<file path="config.mk">
export PLATFORM = sky130hd
export DESIGN_NAME = wo_fifo_reg
export DESIGN_NICKNAME = d
export VERILOG_FILES = /design/src/rtl/reg_bank_pkg.sv /design/src/rtl/reg_fifo_mem.sv /design/src/rtl/wo_fifo_reg.sv
export SDC_FILE = /design/constraint.sdc
export NUM_CORES = 1
export LEC_CHECK = 0
export ABC_AREA = 1
export BUFFER_PORTS_ARGS = -buffer_cell sky130_fd_sc_hd__buf_2
export CAP_MARGIN = 40
export CORE_MARGIN = 2
export CORE_UTILIZATION = 45
export CTS_CLUSTER_DIAMETER = 30
export DETAILED_ROUTE_END_ITERATION = 12
export PLACE_DENSITY = 0.62
export SETUP_SLACK_MARGIN = 0.5
export SLEW_MARGIN = 20
export SYNTH_ARGS = -nofsm -noshare
export SYNTH_HDL_FRONTEND = slang
export SYNTH_SLANG_ARGS = --single-unit
export TNS_END_PERCENT = 1
</file>
<file path="constraint.sdc">
create_clock -name CLK -period 3.1 [get_ports CLK]
set_input_delay 0.62 -clock CLK [delete_from_list [all_inputs] [get_ports CLK]]
set_output_delay 0.62 -clock CLK [all_outputs]
set_load 0.02 [all_outputs]
</file>
<file path="src/rtl/reg_bank_pkg.sv">
// Shared helpers for software-visible register blocks.
package reg_bank_pkg;

  function automatic int lvl_w(input int depth);
    return $clog2(depth) + 1;
  endfunction

endpackage

</file>
<file path="src/rtl/reg_fifo_mem.sv">
// Entry storage for the write-only FIFO register.
// It has a synchronous write port and an asynchronous read of the head entry. It is never reset.
module reg_fifo_mem #(
  parameter int DATA_WIDTH = 32,
  parameter int DEPTH      = 4
) (
  input  logic                       clk,
  input  logic                       we,
  input  logic [$clog2(DEPTH)-1:0]   waddr,
  input  logic [DATA_WIDTH-1:0]      wdata,
  input  logic [$clog2(DEPTH)-1:0]   raddr,
  output logic [DATA_WIDTH-1:0]      rdata
);

  logic [DATA_WIDTH-1:0] mem [DEPTH];

  always_ff @(posedge clk) begin
    if (we) begin
      mem[waddr] <= wdata;
    end
  end

  assign rdata = mem[raddr];

endmodule

</file>
<file path="src/rtl/wo_fifo_reg.sv">
// Software write-only register backed by a small FIFO and drained by hardware over VALID/READY.
// This module holds the pointers, the occupancy counter and the status flags. Storage lives in reg_fifo_mem.
module wo_fifo_reg
  import reg_bank_pkg::*;
#(
  parameter int DATA_WIDTH = 32,
  parameter int DEPTH      = 4
) (
  input  logic                        CLK,
  input  logic                        RSTN,
  input  logic                        WEN,
  input  logic [DATA_WIDTH-1:0]       VALUE_IN,
  output logic                        HW_VALID,
  output logic [DATA_WIDTH-1:0]       HW_DATA,
  input  logic                        HW_READY,
  output logic                        FULL,
  output logic                        EMPTY,
  output logic [lvl_w(DEPTH)-1:0]     LEVEL,
  output logic                        OVERFLOW,
  input  logic                        OVF_CLR
);

  localparam int AW = $clog2(DEPTH);
  localparam int LW = lvl_w(DEPTH);

  if ((DEPTH < 2) || ((DEPTH & (DEPTH - 1)) != 0)) begin : g_bad_depth
    $error("wo_fifo_reg: DEPTH must be a power of two and at least 2");
  end

  logic [AW-1:0] wr_ptr_q, wr_ptr_d;
  logic [AW-1:0] rd_ptr_q, rd_ptr_d;
  logic [LW-1:0] level_q, level_d;
  logic          ovf_q, ovf_d;
  logic          full, empty, push, pop;

  assign full  = (level_q == LW'(DEPTH));
  assign empty = (level_q == '0);

  // A full FIFO refuses the write even when a pop happens in the same cycle, so there is no bypass path.
  always_comb begin
    push     = WEN && !full;
    pop      = !empty && HW_READY;
    wr_ptr_d = wr_ptr_q;
    rd_ptr_d = rd_ptr_q;
    level_d  = level_q;
    ovf_d    = ovf_q;

    if (push) begin
      wr_ptr_d = wr_ptr_q + AW'(1);
    end
    if (pop) begin
      rd_ptr_d = rd_ptr_q + AW'(1);
    end

    case ({push, pop})
      2'b10:   level_d = level_q + LW'(1);
      2'b01:   level_d = level_q - LW'(1);
      default: level_d = level_q;
    endcase

    // When a write is dropped in the same cycle as a clear, the set takes priority.
    if (WEN && full) begin
      ovf_d = 1'b1;
    end else if (OVF_CLR) begin
      ovf_d = 1'b0;
    end
  end

  always_ff @(posedge CLK or negedge RSTN) begin
    if (!RSTN) begin
      wr_ptr_q <= '0;
      rd_ptr_q <= '0;
      level_q  <= '0;
      ovf_q    <= 1'b0;
    end else begin
      wr_ptr_q <= wr_ptr_d;
      rd_ptr_q <= rd_ptr_d;
      level_q  <= level_d;
      ovf_q    <= ovf_d;
    end
  end

  reg_fifo_mem #(
    .DATA_WIDTH (DATA_WIDTH),
    .DEPTH      (DEPTH)
  ) u_mem (
    .clk   (CLK),
    .we    (push),
    .waddr (wr_ptr_q),
    .wdata (VALUE_IN),
    .raddr (rd_ptr_q),
    .rdata (HW_DATA)
  );

  assign HW_VALID = !empty;
  assign FULL     = full;
  assign EMPTY    = empty;
  assign LEVEL    = level_q;
  assign OVERFLOW = ovf_q;

endmodule
</file>
==> results of run 1 <==
through the flow:
stage,worst slack [ns],power (mW)
2_1_floorplan,0.409,4.30
3_3_place_gp,0.879,4.96
3_5_place_dp,0.816,5.01
4_1_cts,0.558,7.07
5_1_grt,0.472,7.38
6_report,0.623,6.97
sequential cells by signal, indices dropped and copies added (netlist names):
register and flops:
rd_ptr_q 2, LEVEL 3, OVERFLOW 1, u_mem.mem 128
wr_ptr_q 2
Yosys cell counts (all sizes together):
| master | count |
|---|---|
| buf | 16 |
| ha | 5 |
| edfxtp | 128 |
| nand4 | 1 |
| nor2 | 4 |
| nand2 | 114 |
| dfrtp | 8 |
| xnor2 | 1 |
| nand3 | 7 |
| o22ai | 1 |
| inv | 83 |
| o21ai | 1 |
| clkbuf | 5 |
| fa | 1 |
| o211ai | 64 |
per-layer routing:
layer	wire length, um	global-route usage	vias up
met5	0	0	-
met4	109	0.0643	0
met3	490	0.0622	9
met2	5280	0.275	70
met1	4700	0.213	1595
li1	-	-	1680
worst max-delay path: stages (launching register included):
cell and delay [ns]:
sky130_fd_sc_hd__dfrtp_1 0.37, sky130_fd_sc_hd__inv_1 0.24, sky130_fd_sc_hd__buf_4 0.38, sky130_fd_sc_hd__o211ai_1 0.15
sky130_fd_sc_hd__nand2_1 0.12, sky130_fd_sc_hd__buf_2 0.17
kinds of logic (layout without fill, tap and decap cells):
kind of cell,Yosys count,count (layout),share of synthesized area
flip-flops,136,136,0.724
AND/OR/NAND/NOR,126,126,0.0867
buffers and inverters,104,201,0.0849
AO/OA/AOI/OAI,66,66,0.0880
adder cells (fa/ha/maj),6,6,0.0148
XOR/XNOR,1,1,0.00157
what timing repair did:
action,4_1_cts,5_1_grt
cloned,0,0
resized for setup,1,1
setup endpoints to repair,23,9
hold buffers,0,0
final timing paths:
kind                          endpoint        start  slack [ns]
setup reg to reg              LEVEL[2]     LEVEL[1]        0.81
min in group CLK              OVERFLOW      OVF_CLR        0.41
hold reg to reg               LEVEL[0]     LEVEL[0]        0.51
hold / removal             wr_ptr_q[0]         RSTN        0.06
setup / recovery            HW_DATA[2]  rd_ptr_q[1]        0.62
max in group asynchronous     LEVEL[1]         RSTN        2.86
power groups by stage:
| stage | Clock (mW) | Sequential (mW) | Combinational (mW) |
|---|---|---|---|
| 3_3_place_gp | 0 | 2.56 | 2.40 |
| 6_report | 2.03 | 2.54 | 2.40 |
| 4_1_cts | 2.07 | 2.54 | 2.46 |
| 2_1_floorplan | 0 | 2.59 | 1.71 |
| 3_5_place_dp | 0 | 2.57 | 2.44 |
| 5_1_grt | 2.15 | 2.57 | 2.67 |
cell type report:
type	count	area share
Sequential cell	136	0.599
Timing Repair Buffer	86	0.0703
Multi-Input combinational cell	199	0.163
Tap cell	168	0.0311
Inverter	83	0.0469
Clock inverter	9	0.0178
Clock buffer	23	0.0723
==> flow_metrics.py, run 1 <==
metrics = {
    "route": {
        "drt_iter0_drc": 190,
        "route.antenna.remaining_nets": 0,
        "route.detailed.vias_per_inst": 4.76,
        "dr.pass1.iters": 5,
        "route.vias.total": 3354,
        "drt-wirelength-per-cell_um": 15.0,
        "detail_route.drc_violations": 0,
        "detail_route.wirelength_um": 10600,
    },
    "place": {
        "finalWeightedCongestion": 0.727,
        "hpwlAfterDp_um": 6390,
        "numPlacedInstances": 672,
        "placement.cell_area_mm2": 0.00613,
        "buffers_added_on_ports": 75,
    },
    "final_layout": {
        "share_of_final_layout_standard_cells_stronger_than_drive_strength_1": 0.222,
        "flow.area_growth_from_synthesis_pct": 20.9,
        "n_antenna_cell": 0,
        "postLayoutCellArea_mm2": 0.00675,
        "area_used_by_multi_input_combinational_logic_mm2": 0.00110,
        "utilization": 0.560,
        "num-nets-final": 566,
        "sequential_cell_area_mm2": 0.00404,
        "fillerInstances": 1011,
        "mostFrequentLayoutCells": "sky130_fd_sc_hd__edfxtp_1 (128), sky130_fd_sc_hd__nand2_1 (114), sky130_fd_sc_hd__inv_1 (82), sky130_fd_sc_hd__buf_2 (75), sky130_fd_sc_hd__o211ai_1 (64)",
        "layout.cells.most_common": "sky130_fd_sc_hd__edfxtp_1",
        "finalNonFillerCells": 704,
    },
    "die": {
        "die-width_um": 115,
        "die_h_um": 115,
        "rows": 40,
        "die-area_mm2": 0.0133,
        "design.portCount": 76,
        "core_box_area_mm2": 0.0121,
        "initial_core_util": 0.463,
    },
    "synthesis": {
        "synth_top_cells_by_area": "sky130_fd_sc_hd__edfxtp_1 (69%), sky130_fd_sc_hd__o211ai_1 (8.6%), sky130_fd_sc_hd__nand2_1 (7.7%)",
        "synth-seq-area-share": 0.724,
        "synth_largest_type_area_fraction": 0.688,
        "ys_types": 18,
        "yosysWarnings": 0,
        "cell_count_after_synthesis": 439,
        "mappedNetlistArea_mm2": 0.00559,
        "synth_fp_nets": 482,
        "yosysTopAreaCell": "sky130_fd_sc_hd__edfxtp_1",
        "ys_ff_latch": 136,
        "syn_area_per_cell_um2": 12.7,
    },
    "clock_network": {
        "clock-root-buffer": "sky130_fd_sc_hd__clkbuf_16",
        "clkSinkCount": 136,
        "path_clk_slew_ns": 0.06,
        "cts_made_buffers": 17,
        "tritoncts": "built",
        "cts_buffer_depth": 2,
        "insertion_delay_ns": 0.41,
        "post_cts_buffers": 0,
        "clock_tree.htree_level_count": 4,
    },
    "pwr": {
        "leakage_nw": 2.83,
        "switchingPower_mw": 2.46,
        "pwr-share-clk": 0.291,
        "max-vdd-ir-drop_mv": 0.551,
        "p_comb_frac": 0.345,
        "p_seq_frac": 0.364,
        "power_per_cell_area_mw_per_mm2": 1030,
        "internal-power_mw": 4.50,
        "swShare": 0.353,
    },
    "setup_path": {
        "worstSetupPathType": "reg2out",
        "startpoint_type": "register",
        "critical_path.endpoint_type": "output pin",
        "critical_path_peak_fanout": 26,
        "crit_required_ns": 2.48,
        "cp.arrival_ns": 1.86,
        "timing.reg2reg.worst_path_depth": 10,
    },
    "timing": {
        "final.setup.tns_ns": 0,
        "rsz_0062_raised_after_global_routing": "true",
        "timing.fmax_mhz": 404,
        "report.final.setup_viol": 0,
        "hold_violations_final": 0,
        "post-route-min-period_ns": 2.48,
        "post_route_clock_period_utilization": 0.799,
        "timing.max_slew.rel_slack": 0.660,
        "max_slew_violations": 0,
        "final.setup_skew_ns": 0.00558,
        "final.hold.worst_slack_ns": 0.0559,
        "worstMarginPinSlew_ns": 0.510,
    },
    "outcome": {
        "status": "complete, no violations",
    },
    "grt": {
        "remaining_global_route_overflow": 0,
        "first_global_vias": 3339,
        "grt_first_pass_wirelength_um": 16700,
        "grt_use_total": 0.171,
        "grt_antenna_before_repair": 0,
        "grt_start_max_net_pins": 59,
    },
    "min_path": {
        "min-delay-path-class": "in2async",
    },
    "flow_run": {
        "max-cap-violations": 0,
    },
}
Note: power is estimated with default switching activity, not from simulation.
==> run 2: changes to the inputs <==
==> constraint.sdc (replaced) <==
create_clock -name CLK -period 2.35 [get_ports CLK]
set_input_delay 0.47 -clock CLK [delete_from_list [all_inputs] [get_ports CLK]]
set_output_delay 0.47 -clock CLK [all_outputs]
set_load 0.02 [all_outputs]
==> flow_metrics.py, run 2 (same netlist as run 1, synthesis figures left out) <==
metrics = {
    "timing": {
        "max_slew_violations": 0,
        "post-route-min-period_ns": 2.10,
        "post_route_clock_period_utilization": 0.894,
        "rsz_0062_raised_after_global_routing": "true",
        "final.setup_skew_ns": 0.00939,
        "hold_violations_final": 0,
        "final.setup.tns_ns": 0,
        "timing.max_slew.rel_slack": 0.682,
        "timing.fmax_mhz": 476,
        "setup_ws_ns": 0.248,
        "worstMarginPinSlew_ns": 0.476,
        "report.final.setup_viol": 0,
        "final.hold.worst_slack_ns": 0.244,
    },
    "setup_path": {
        "critical_path.reg2reg.startpoint": "LEVEL[0]",
        "crit_end": "HW_DATA[31]",
        "startpoint": "rd_ptr_q[0]",
        "critical_path_peak_fanout": 9,
        "worstSetupPathType": "reg2out",
        "critical_path.endpoint_type": "output pin",
        "timing.reg2reg.worst_path_depth": 10,
        "startpoint_type": "register",
        "cp.arrival_ns": 1.63,
        "rr_endpoint": "LEVEL[2]",
        "crit_required_ns": 1.88,
        "reg2reg_slack_ns": 0.47,
    },
    "final_layout": {
        "utilization": 0.578,
        "n_antenna_cell": 0,
        "layout.cells.most_common": "sky130_fd_sc_hd__edfxtp_1",
        "mostFrequentLayoutCells": "sky130_fd_sc_hd__edfxtp_1 (128), sky130_fd_sc_hd__nand2_1 (113), sky130_fd_sc_hd__inv_1 (79), sky130_fd_sc_hd__buf_2 (75), sky130_fd_sc_hd__o211ai_1 (64)",
        "largest-register": "u_mem.mem",
        "largest_register_ffs": 128,
        "share_of_final_layout_standard_cells_stronger_than_drive_strength_1": 0.245,
        "num-nets-final": 576,
        "flow.area_growth_from_synthesis_pct": 24.8,
    },
    "place": {
        "place_ws_ns": 0.472,
        "hpwlAfterDp_um": 5850,
        "buffers_added_on_ports": 75,
        "finalWeightedCongestion": 0.790,
    },
    "clock_network": {
        "cts_buffer_depth": 2,
        "path_clk_slew_ns": 0.06,
        "tritoncts": "built",
        "clock-root-buffer": "sky130_fd_sc_hd__clkbuf_16",
        "insertion_delay_ns": 0.41,
        "cts_made_buffers": 17,
        "clock_tree.htree_level_count": 4,
        "clkSinkCount": 136,
    },
    "min_path": {
        "min-delay-path-class": "in2reg",
        "hold_path.startpoint": "OVF_CLR",
        "worst_hold_path.num_cells": 2,
    },
    "route": {
        "route.detailed.vias_per_inst": 4.84,
        "drt-wirelength-per-cell_um": 15.8,
        "dr.pass1.iters": 5,
        "route.vias.total": 3454,
        "drt_iter0_drc": 204,
        "detail_route.drc_violations": 0,
        "detail_route.wirelength_um": 11300,
        "route.antenna.remaining_nets": 0,
    },
    "die": {
        "rows": 40,
        "core_box_area_mm2": 0.0121,
        "die-area_mm2": 0.0133,
        "initial_core_util": 0.463,
        "die_h_um": 115,
        "die-width_um": 115,
        "design.portCount": 76,
    },
    "pwr": {
        "power_per_cell_area_mw_per_mm2": 1360,
        "max-vdd-ir-drop_mv": 0.581,
        "power_mw": 9.50,
        "leakage_nw": 2.93,
    },
    "grt": {
        "grt_use_total": 0.172,
        "grt_antenna_before_repair": 1,
        "remaining_global_route_overflow": 0,
        "grt_start_max_net_pins": 35,
        "grt_first_pass_wirelength_um": 16700,
        "first_global_vias": 3296,
    },
    "flow_run": {
        "max-cap-violations": 0,
    },
    "outcome": {
        "status": "complete, no violations",
    },
}
## run 2: cell types whose count changed in the layout (fill, tap and decap cells not counted), sizes merged
| cell | delta |
|---|---|
| clkbuf | +1 |
| buf | +2 |
| clkinv | +7 |
| bufinv | -2 |
| inv | +1 |
| dlygate4sd3 | +1 |
## run 2: worst min-delay path by stage
stage,to
floorplan,LEVEL[0]
global placement,wr_ptr_q[0]
detailed placement,wr_ptr_q[0]
CTS,OVERFLOW
global route,OVERFLOW
finish,OVERFLOW
## run 2: layer usage
metal,vias to the layer above,GRT usage,routed length (um),share of wire
li1,1699,-,-,-
met1,1658,0.222,5210,0.46
met2,78,0.273,5410,0.48
met3,17,0.0560,518,0.046
met4,2,0.0627,150,0.013
met5,-,0,13,0.0012
## run 2: per-stage QoR
| step | cell area (um^2) | instances |
|---|---|---|
| 6_report | 6970 | 714 |
| 5_1_grt | 6970 | 714 |
| 3_5_place_dp | 6190 | 669 |
| 3_3_place_gp | 6190 | 669 |
| 4_1_cts | 6810 | 707 |
| 2_1_floorplan | 5630 | 439 |
## run 2: worst max-delay path, cell delays in order (launching register included)
cell and delay [ns]:
sky130_fd_sc_hd__dfrtp_2 0.47, sky130_fd_sc_hd__inv_8 0.09, sky130_fd_sc_hd__buf_12 0.15, sky130_fd_sc_hd__o211ai_1 0.21
sky130_fd_sc_hd__nand2_1 0.12, sky130_fd_sc_hd__buf_2 0.17
## run 2: power by group
group	switching [mW]	internal (mW)
logic	2.40	1.39
clock network	0.919	1.42
registers	0.163	3.20
total	3.49	6.01
## run 2: what timing repair did
item | CTS | global route
resized for setup | 5 | 4
gates cloned | 2 | 7
endpoints found under the hold margin | 8 | 0
hold buffers | 1 | 0
buffers inserted | 3 | 0
pin swaps | 0 | 1
endpoints found under the setup margin | 33 | 35
## run 2: area by class of cell
class / count / area (um^2)
clock buffers: 18 / 429
fillers: 957 / 5090
flip-flops and latches: 136 / 4050
inverters: 83 / 323
clock inverters: 14 / 90.1
well taps: 168 / 210
repair inverters: 1 / 8.76
repair buffers: 95 / 752
multi-input cells: 199 / 1110
